**src/rtl/csr_bus_arbiter_if.sv**
```systemverilog
// Both requester ports and the register-map port of the two-way CSR arbiter.
// slave is the arbiter's view of the bundle; master is the surrounding logic's view.
interface csr_bus_arbiter_if #(
  parameter int DATA_WIDTH = 32,
  parameter int ADDR_WIDTH = 11
);
  logic                  m0_req;
  logic                  m0_req_is_wr;
  logic [ADDR_WIDTH-1:0] m0_addr;
  logic [DATA_WIDTH-1:0] m0_wr_data;
  logic [DATA_WIDTH-1:0] m0_wr_biten;
  logic                  m0_ready;
  logic                  m0_err;
  logic [DATA_WIDTH-1:0] m0_rd_data;

  logic                  m1_req;
  logic                  m1_req_is_wr;
  logic [ADDR_WIDTH-1:0] m1_addr;
  logic [DATA_WIDTH-1:0] m1_wr_data;
  logic [DATA_WIDTH-1:0] m1_wr_biten;
  logic                  m1_ready;
  logic                  m1_err;
  logic [DATA_WIDTH-1:0] m1_rd_data;

  logic                  bus_req;
  logic                  bus_req_is_wr;
  logic [ADDR_WIDTH-1:0] bus_addr;
  logic [DATA_WIDTH-1:0] bus_wr_data;
  logic [DATA_WIDTH-1:0] bus_wr_biten;
  logic                  bus_ready;
  logic                  bus_err;
  logic [DATA_WIDTH-1:0] bus_rd_data;

  modport slave (
    input  m0_req, m0_req_is_wr, m0_addr, m0_wr_data, m0_wr_biten,
    output m0_ready, m0_err, m0_rd_data,
    input  m1_req, m1_req_is_wr, m1_addr, m1_wr_data, m1_wr_biten,
    output m1_ready, m1_err, m1_rd_data,
    output bus_req, bus_req_is_wr, bus_addr, bus_wr_data, bus_wr_biten,
    input  bus_ready, bus_err, bus_rd_data
  );

  modport master (
    output m0_req, m0_req_is_wr, m0_addr, m0_wr_data, m0_wr_biten,
    input  m0_ready, m0_err, m0_rd_data,
    output m1_req, m1_req_is_wr, m1_addr, m1_wr_data, m1_wr_biten,
    input  m1_ready, m1_err, m1_rd_data,
    input  bus_req, bus_req_is_wr, bus_addr, bus_wr_data, bus_wr_biten,
    output bus_ready, bus_err, bus_rd_data
  );
endinterface

```
**src/rtl/csr_bus_arbiter.sv**
```systemverilog
// Round-robin arbiter letting two requesters share one CSR register-map port,
// one transaction at a time, with a response timeout.
module csr_bus_arbiter #(
  parameter int DATA_WIDTH     = 32,
  parameter int ADDR_WIDTH     = 11,
  parameter int TIMEOUT_CYCLES = 64
) (
  input logic              clk,
  input logic              reset,
  csr_bus_arbiter_if.slave io
);
  // state | meaning
  // IDLE  | waiting for a request; picks a winner and latches its fields
  // ISSUE | one-cycle bus_req pulse; bus_ready already honoured here
  // WAIT  | waiting for bus_ready or the timeout
  // RESP  | one-cycle ready pulse to the granted requester
  typedef enum logic [1:0] {IDLE, ISSUE, WAIT, RESP} state_e;

  localparam int               CNT_W     = $clog2(TIMEOUT_CYCLES + 1);
  localparam logic [CNT_W-1:0] CNT_LIMIT = CNT_W'(TIMEOUT_CYCLES);

  state_e                state_q, state_d;
  logic                  grant_q, grant_d;
  logic                  last_q, last_d;
  logic [CNT_W-1:0]      cnt_q, cnt_d, cnt_inc;
  logic                  bus_wr_q, bus_wr_d;
  logic [ADDR_WIDTH-1:0] bus_addr_q, bus_addr_d;
  logic [DATA_WIDTH-1:0] bus_wdata_q, bus_wdata_d;
  logic [DATA_WIDTH-1:0] bus_biten_q, bus_biten_d;
  logic                  rsp_err_q, rsp_err_d;
  logic [DATA_WIDTH-1:0] rsp_data_q, rsp_data_d;
  logic                  any_req;
  logic                  win;
  logic                  timeout;
  logic                  rsp_m0, rsp_m1;

  assign any_req = io.m0_req | io.m1_req;
  assign cnt_inc = cnt_q + 1'b1;
  assign timeout = (cnt_inc == CNT_LIMIT);

  // On a tie the requester not granted last time wins
  always_comb begin
    if (io.m0_req && io.m1_req) win = ~last_q;
    else                        win = io.m1_req;
  end

  always_ff @(posedge clk) begin
    if (!reset) state_q <= IDLE;
    else        state_q <= state_d;
  end

  always_comb begin
    state_d = state_q;
    case (state_q)
      IDLE:        if (any_req) state_d = ISSUE;
      ISSUE, WAIT: begin
        if (io.bus_ready || timeout) state_d = RESP;
        else                         state_d = WAIT;
      end
      RESP:        state_d = IDLE;
      default:     state_d = IDLE;
    endcase
  end

  always_comb begin
    grant_d     = grant_q;
    last_d      = last_q;
    cnt_d       = cnt_q;
    bus_wr_d    = bus_wr_q;
    bus_addr_d  = bus_addr_q;
    bus_wdata_d = bus_wdata_q;
    bus_biten_d = bus_biten_q;
    rsp_err_d   = rsp_err_q;
    rsp_data_d  = rsp_data_q;
    case (state_q)
      IDLE: begin
        if (any_req) begin
          grant_d     = win;
          cnt_d       = '0;
          bus_wr_d    = win ? io.m1_req_is_wr : io.m0_req_is_wr;
          bus_addr_d  = win ? io.m1_addr      : io.m0_addr;
          bus_wdata_d = win ? io.m1_wr_data   : io.m0_wr_data;
          bus_biten_d = win ? io.m1_wr_biten  : io.m0_wr_biten;
        end
      end
      ISSUE, WAIT: begin
        cnt_d = cnt_inc;
        // A real response in the final counted cycle beats the timeout
        if (io.bus_ready) begin
          rsp_err_d  = io.bus_err;
          rsp_data_d = io.bus_rd_data;
        end else if (timeout) begin
          rsp_err_d  = 1'b1;
          rsp_data_d = '0;
        end
      end
      RESP:    last_d = grant_q;
      default: ;
    endcase
  end

  always_ff @(posedge clk) begin
    if (!reset) begin
      grant_q     <= 1'b0;
      last_q      <= 1'b1;
      cnt_q       <= '0;
      bus_wr_q    <= 1'b0;
      bus_addr_q  <= '0;
      bus_wdata_q <= '0;
      bus_biten_q <= '0;
      rsp_err_q   <= 1'b0;
      rsp_data_q  <= '0;
    end else begin
      grant_q     <= grant_d;
      last_q      <= last_d;
      cnt_q       <= cnt_d;
      bus_wr_q    <= bus_wr_d;
      bus_addr_q  <= bus_addr_d;
      bus_wdata_q <= bus_wdata_d;
      bus_biten_q <= bus_biten_d;
      rsp_err_q   <= rsp_err_d;
      rsp_data_q  <= rsp_data_d;
    end
  end

  always_comb begin
    rsp_m0        = (state_q == RESP) && !grant_q;
    rsp_m1        = (state_q == RESP) &&  grant_q;
    io.bus_req    = (state_q == ISSUE);
    io.m0_ready   = rsp_m0;
    io.m1_ready   = rsp_m1;
    io.m0_err     = rsp_m0 & rsp_err_q;
    io.m1_err     = rsp_m1 & rsp_err_q;
    io.m0_rd_data = rsp_m0 ? rsp_data_q : '0;
    io.m1_rd_data = rsp_m1 ? rsp_data_q : '0;
  end

  assign io.bus_req_is_wr = bus_wr_q;
  assign io.bus_addr      = bus_addr_q;
  assign io.bus_wr_data   = bus_wdata_q;
  assign io.bus_wr_biten  = bus_biten_q;

endmodule

```
**src/flat_wrapper.sv**
```systemverilog
// flat-port wrapper written by rule: the top's interface ports become plain ports
module csr_bus_arbiter_flat 
#(
  parameter int DATA_WIDTH     = 32,
  parameter int ADDR_WIDTH     = 11,
  parameter int TIMEOUT_CYCLES = 64
)
  (clk, reset, io_m0_req, io_m0_req_is_wr, io_m0_addr, io_m0_wr_data, io_m0_wr_biten, io_m0_ready, io_m0_err, io_m0_rd_data, io_m1_req, io_m1_req_is_wr, io_m1_addr, io_m1_wr_data, io_m1_wr_biten, io_m1_ready, io_m1_err, io_m1_rd_data, io_bus_req, io_bus_req_is_wr, io_bus_addr, io_bus_wr_data, io_bus_wr_biten, io_bus_ready, io_bus_err, io_bus_rd_data);
  csr_bus_arbiter_if #(.DATA_WIDTH(DATA_WIDTH), .ADDR_WIDTH(ADDR_WIDTH)) io_i ();
  input logic clk;
  input logic reset;
  input wire logic [$bits(io_i.m0_req)-1:0] io_m0_req;
  input wire logic [$bits(io_i.m0_req_is_wr)-1:0] io_m0_req_is_wr;
  input wire logic [$bits(io_i.m0_addr)-1:0] io_m0_addr;
  input wire logic [$bits(io_i.m0_wr_data)-1:0] io_m0_wr_data;
  input wire logic [$bits(io_i.m0_wr_biten)-1:0] io_m0_wr_biten;
  output wire logic [$bits(io_i.m0_ready)-1:0] io_m0_ready;
  output wire logic [$bits(io_i.m0_err)-1:0] io_m0_err;
  output wire logic [$bits(io_i.m0_rd_data)-1:0] io_m0_rd_data;
  input wire logic [$bits(io_i.m1_req)-1:0] io_m1_req;
  input wire logic [$bits(io_i.m1_req_is_wr)-1:0] io_m1_req_is_wr;
  input wire logic [$bits(io_i.m1_addr)-1:0] io_m1_addr;
  input wire logic [$bits(io_i.m1_wr_data)-1:0] io_m1_wr_data;
  input wire logic [$bits(io_i.m1_wr_biten)-1:0] io_m1_wr_biten;
  output wire logic [$bits(io_i.m1_ready)-1:0] io_m1_ready;
  output wire logic [$bits(io_i.m1_err)-1:0] io_m1_err;
  output wire logic [$bits(io_i.m1_rd_data)-1:0] io_m1_rd_data;
  output wire logic [$bits(io_i.bus_req)-1:0] io_bus_req;
  output wire logic [$bits(io_i.bus_req_is_wr)-1:0] io_bus_req_is_wr;
  output wire logic [$bits(io_i.bus_addr)-1:0] io_bus_addr;
  output wire logic [$bits(io_i.bus_wr_data)-1:0] io_bus_wr_data;
  output wire logic [$bits(io_i.bus_wr_biten)-1:0] io_bus_wr_biten;
  input wire logic [$bits(io_i.bus_ready)-1:0] io_bus_ready;
  input wire logic [$bits(io_i.bus_err)-1:0] io_bus_err;
  input wire logic [$bits(io_i.bus_rd_data)-1:0] io_bus_rd_data;
  assign io_i.m0_req = io_m0_req;
  assign io_i.m0_req_is_wr = io_m0_req_is_wr;
  assign io_i.m0_addr = io_m0_addr;
  assign io_i.m0_wr_data = io_m0_wr_data;
  assign io_i.m0_wr_biten = io_m0_wr_biten;
  assign io_m0_ready = io_i.m0_ready;
  assign io_m0_err = io_i.m0_err;
  assign io_m0_rd_data = io_i.m0_rd_data;
  assign io_i.m1_req = io_m1_req;
  assign io_i.m1_req_is_wr = io_m1_req_is_wr;
  assign io_i.m1_addr = io_m1_addr;
  assign io_i.m1_wr_data = io_m1_wr_data;
  assign io_i.m1_wr_biten = io_m1_wr_biten;
  assign io_m1_ready = io_i.m1_ready;
  assign io_m1_err = io_i.m1_err;
  assign io_m1_rd_data = io_i.m1_rd_data;
  assign io_bus_req = io_i.bus_req;
  assign io_bus_req_is_wr = io_i.bus_req_is_wr;
  assign io_bus_addr = io_i.bus_addr;
  assign io_bus_wr_data = io_i.bus_wr_data;
  assign io_bus_wr_biten = io_i.bus_wr_biten;
  assign io_i.bus_ready = io_bus_ready;
  assign io_i.bus_err = io_bus_err;
  assign io_i.bus_rd_data = io_bus_rd_data;
  csr_bus_arbiter #(.DATA_WIDTH(DATA_WIDTH), .ADDR_WIDTH(ADDR_WIDTH), .TIMEOUT_CYCLES(TIMEOUT_CYCLES)) u_core (.clk(clk), .reset(reset), .io(io_i));
endmodule
```
**config.mk**
```make
export PLATFORM = sky130hd
export DESIGN_NAME = csr_bus_arbiter_flat
export DESIGN_NICKNAME = d
export VERILOG_FILES = /design/src/rtl/csr_bus_arbiter_if.sv /design/src/rtl/csr_bus_arbiter.sv /design/src/flat_wrapper.sv
export SDC_FILE = /design/constraint.sdc
export NUM_CORES = 1
export LEC_CHECK = 0
export CAP_MARGIN = 0
export CELL_PAD_IN_SITES_DETAIL_PLACEMENT = 1
export CELL_PAD_IN_SITES_GLOBAL_PLACEMENT = 1
export CORE_AREA = 2 2 153 155
export CTS_BUF_LIST = sky130_fd_sc_hd__clkbuf_4 sky130_fd_sc_hd__clkbuf_8
export DETAILED_ROUTE_END_ITERATION = 7
export DIE_AREA = 0 0 155 157
export PLACE_DENSITY_LB_ADDON = 0.1
export SLEW_MARGIN = 20
export SYNTH_ARGS = -nofsm -noshare
export SYNTH_HDL_FRONTEND = slang
export SYNTH_SLANG_ARGS = --single-unit
```
**constraint.sdc**
```tcl
create_clock -name clk -period 1.8 [get_ports clk]
set_clock_uncertainty 0.05 [all_clocks]
set_input_delay 0.36 -clock clk [delete_from_list [all_inputs] [get_ports clk]]
set_output_delay 0.36 -clock clk [all_outputs]
set_load 0.03 [all_outputs]
```
==> results.cfg <==
[sta]
worst_pin_slew_ns = 0.395
slew_headroom_pct = 73.7
hold_viol = 0
setup_tns_ns = -14.80
hold_ws_ns = 0.235
finalCriticalPeriod_ns = 2.05
setup_slack_ns = -0.246
setup_violations = 100
period_share_pct = 114
max_freq_mhz = 489
drv_slew = 0
rsz0062_at_grt = true

[route]
wl_per_cell_um = 19.1
vias = 5661
ant_nets = 0
drt_iter0_drc = 192
firstDrtPassIters = 4
routed_via_density = 4.73
wirelength_mm = 22.9
drc = 0

[layout]
syn_to_final_growth_pct = 79.5
drive_gt1_share_pct = 21.7
fin_cells = 1198
design_area_um2 = 9990
fillCellCount = 2508
fin_nets = 1095
diodes = 0

[power_and_ir_drop]
intPower_mw = 7.63
ir_drop_uv = 497
power_leakage_nw = 5.02
combinationalPowerShare_pct = 47.5
p_sw_share_pct = 40.9
power_mw = 12.9
p_per_area_nw_per_um2 = 1290
clkPwrFrac_pct = 21.0
p_switching_mw = 5.28
seqPwrFrac_pct = 31.5

[critical_path]
arrival_ns = 1.64
critical_path.cell_chain = ha_4 > inv_4 > nor2_4 > buf_6 > and2_2 > buf_6
regToRegStartpoint = u_core.cnt_q[1]$_SDFFE_PN0P_
crit_path_end_kind = output pin
crit_required_ns = 1.39
start_kind = flop
path_max_fanout = 9
slowest_delay_ns = 0.37
reg2reg_depth = 7
critPathSlowestCell = dfxtp_2
cp_common_cell = buf_6
startpoint = u_core.state_q[1]$_SDFFE_PN0P_
critical_path_class = reg2out

[floorplanning]
num_io_pins = 335
row_count = 55
die_h_um = 157
core-area_um2 = 22500
start_util_pct = 24.7
dieArea_um2 = 24300
fp.dieW_um = 155

[yosys]
synth_compound_area_share_pct = 21.3
yosysWarnings = 0
ys_ff_latch = 120
muxShareOfSynthArea_pct = 13.7
synth_top_area_share_pct = 43.1
yosysSeqAreaShare_pct = 43.1
syn_inst = 565
synth_edf_count = 0
synth_xor_area_share_pct = 0.629
synth_top_family_by_area = compound AO/OA/AOI/OAI gates
synth_common_cells = 120 x dfxtp_1, 85 x nand2_1, 76 x mux2i_1, 76 x o211a_1, 38 x and2_1
synth.distinct_cells = 32
yosys.area.top_type = dfxtp_1
synth_area_um2 = 5570
synth_simple_gate_area_share_pct = 15.7
synthFlopType = dfxtp_1
synth_most_common_cell = dfxtp_1
synth-async-reset-ratio_pct = 0
syn_nets = 759
syn_area_per_cell_um2 = 9.86
synthTopCellsByArea = dfxtp_1 43%, mux2i_1 14%, o211a_1 14%, nand2_1 5.7%, a22o_1 5.0%
synth_fa_ha_area_share_pct = 0.899

[place]
place_area_um2 = 9230
placedCellCount = 1156
portBuffers = 334
gp_congestion = 0.794
hpwl_mm = 16.4

[clocking]
cts_sinks = 120
cts.path.max_buffers = 2
cts.hold.buffers_added = 0
clk_pin_slew_worst_paths_ns = 0.07
cts_tree = yes
cts_buffers = 17
clock_latency_ns = 0.45
h-tree-depth = 4
cts-root-buf = clkbuf_8

[status]
violations = setup timing
outcome = complete, but fails checks

[hold_path]
min_path_cells = 3
hp-start = reset
hp-class = in2reg

[global_routing]
gr-total-overflow = 0
grt_pass1_vias = 6148
grt_pass1_wl_mm = 34.0
antenna_found_initial = 0
grt_max_degree = 87
grt_usage_pct = 18.2

[flow_run]
drv_cap = 0
==> kinds of logic (layout without fill, tap and decap cells) <==
| kind of cell | Yosys count | after routing |
|---|---|---|
| AND/OR/NAND/NOR | 174 | 174 |
| AO/OA/AOI/OAI | 130 | 133 |
| flip-flops | 120 | 120 |
| multiplexers | 76 | 76 |
| buffers and inverters | 57 | 402 |
| adder cells (fa/ha/maj) | 4 | 4 |
| XOR/XNOR | 4 | 4 |
==> area by class of cell <==
class	count	area, um^2	share of cell area, %
clock buffer	24	318	3.18
clock inverter	7	115	1.15
multi-input combinational	391	3180	31.8
timing repair buffer	368	3600	36.0
tap	285	357	3.57
sequential	120	2410	24.1
inverter	3	13.8	0.138
==> metrics by stage <==
stage          setup WS (ns)  utilization [%]
2_1_floorplan       -0.00701                -
3_3_place_gp          -0.316             41.0
3_5_place_dp          -0.376             41.0
4_1_cts               -0.313             44.1
5_1_grt               -0.322             44.4
6_report              -0.246             44.4
==> layout by cell type (no fill, tap or decap), types with 3 or more instances in the layout <==
master	count
a21oi_1	4
a22o_1	32
and2_1	6
and2_2	20
and2_4	12
and3_1	35
buf_12	10
buf_4	54
buf_6	38
bufinv_16	3
clkbuf_8	22
clkdlybuf4s50_1	188
dfxtp_1	113
dfxtp_2	7
dlygate4sd2_1	76
ha_4	3
mux2i_1	75
nand2_1	83
nor2_4	3
nor2b_1	4
o211a_1	76
o21ai_0	6
o311a_4	4
==> what timing repair did <==
item | 4_1_cts | 5_1_grt
resized for setup | 140 | 35
endpoints found under the setup margin | 177 | 109
cloned | 4 | 1
setup buffers | 7 | 2
pin swaps | 18 | 34
==> flip-flops by register name (all words and copies together), names as in the netlist <==
name and count:
u_core.last_q 1, u_core.state_q 2, u_core.rsp_err_q 1, u_core.io.bus_wr_data 32, u_core.io.bus_req_is_wr 1, u_core.io.bus_wr_biten 32
u_core.cnt_q 7, u_core.io.bus_addr 11, u_core.grant_q 1, u_core.rsp_data_q 32
==> layer usage <==
layer  routed length, um  GRT usage (%)
met4                 330           6.08
met2               12200           33.9
met3                2100           7.68
met1                8290           18.1
met5                   0              0
==> final timing paths <==
check | slack (ns) | endpoint
min | 0.24 | u_core.rsp_err_q$_SDFFE_PN0P_
max reg2reg | -0.09 | u_core.rsp_data_q[30]$_SDFFE_PN0P_
min reg2reg | 0.45 | u_core.io.bus_wr_data[28]$_SDFFE_PN0P_
max | -0.25 | io_m0_rd_data[16]
==> power by group through the flow <==
stage / clock network [mW] / logic [mW] / registers [mW]
2_1_floorplan: 0 / 2.27 / 5.28
3_3_place_gp: 0 / 6.21 / 4.06
3_5_place_dp: 0 / 6.32 / 4.11
4_1_cts: 2.82 / 6.17 / 4.06
5_1_grt: 2.94 / 6.60 / 4.18
6_report: 2.72 / 6.13 / 4.06
==> worst max-delay path: cells and delay by family (launching register included) <==
family / cells / cell delay [ns]
and+or+nand+nor: 2 / 0.32
buffers and inverters: 3 / 0.34
DFF: 1 / 0.37
adders and majority gates: 1 / 0.16
Note: power is estimated with default switching activity, not from simulation.
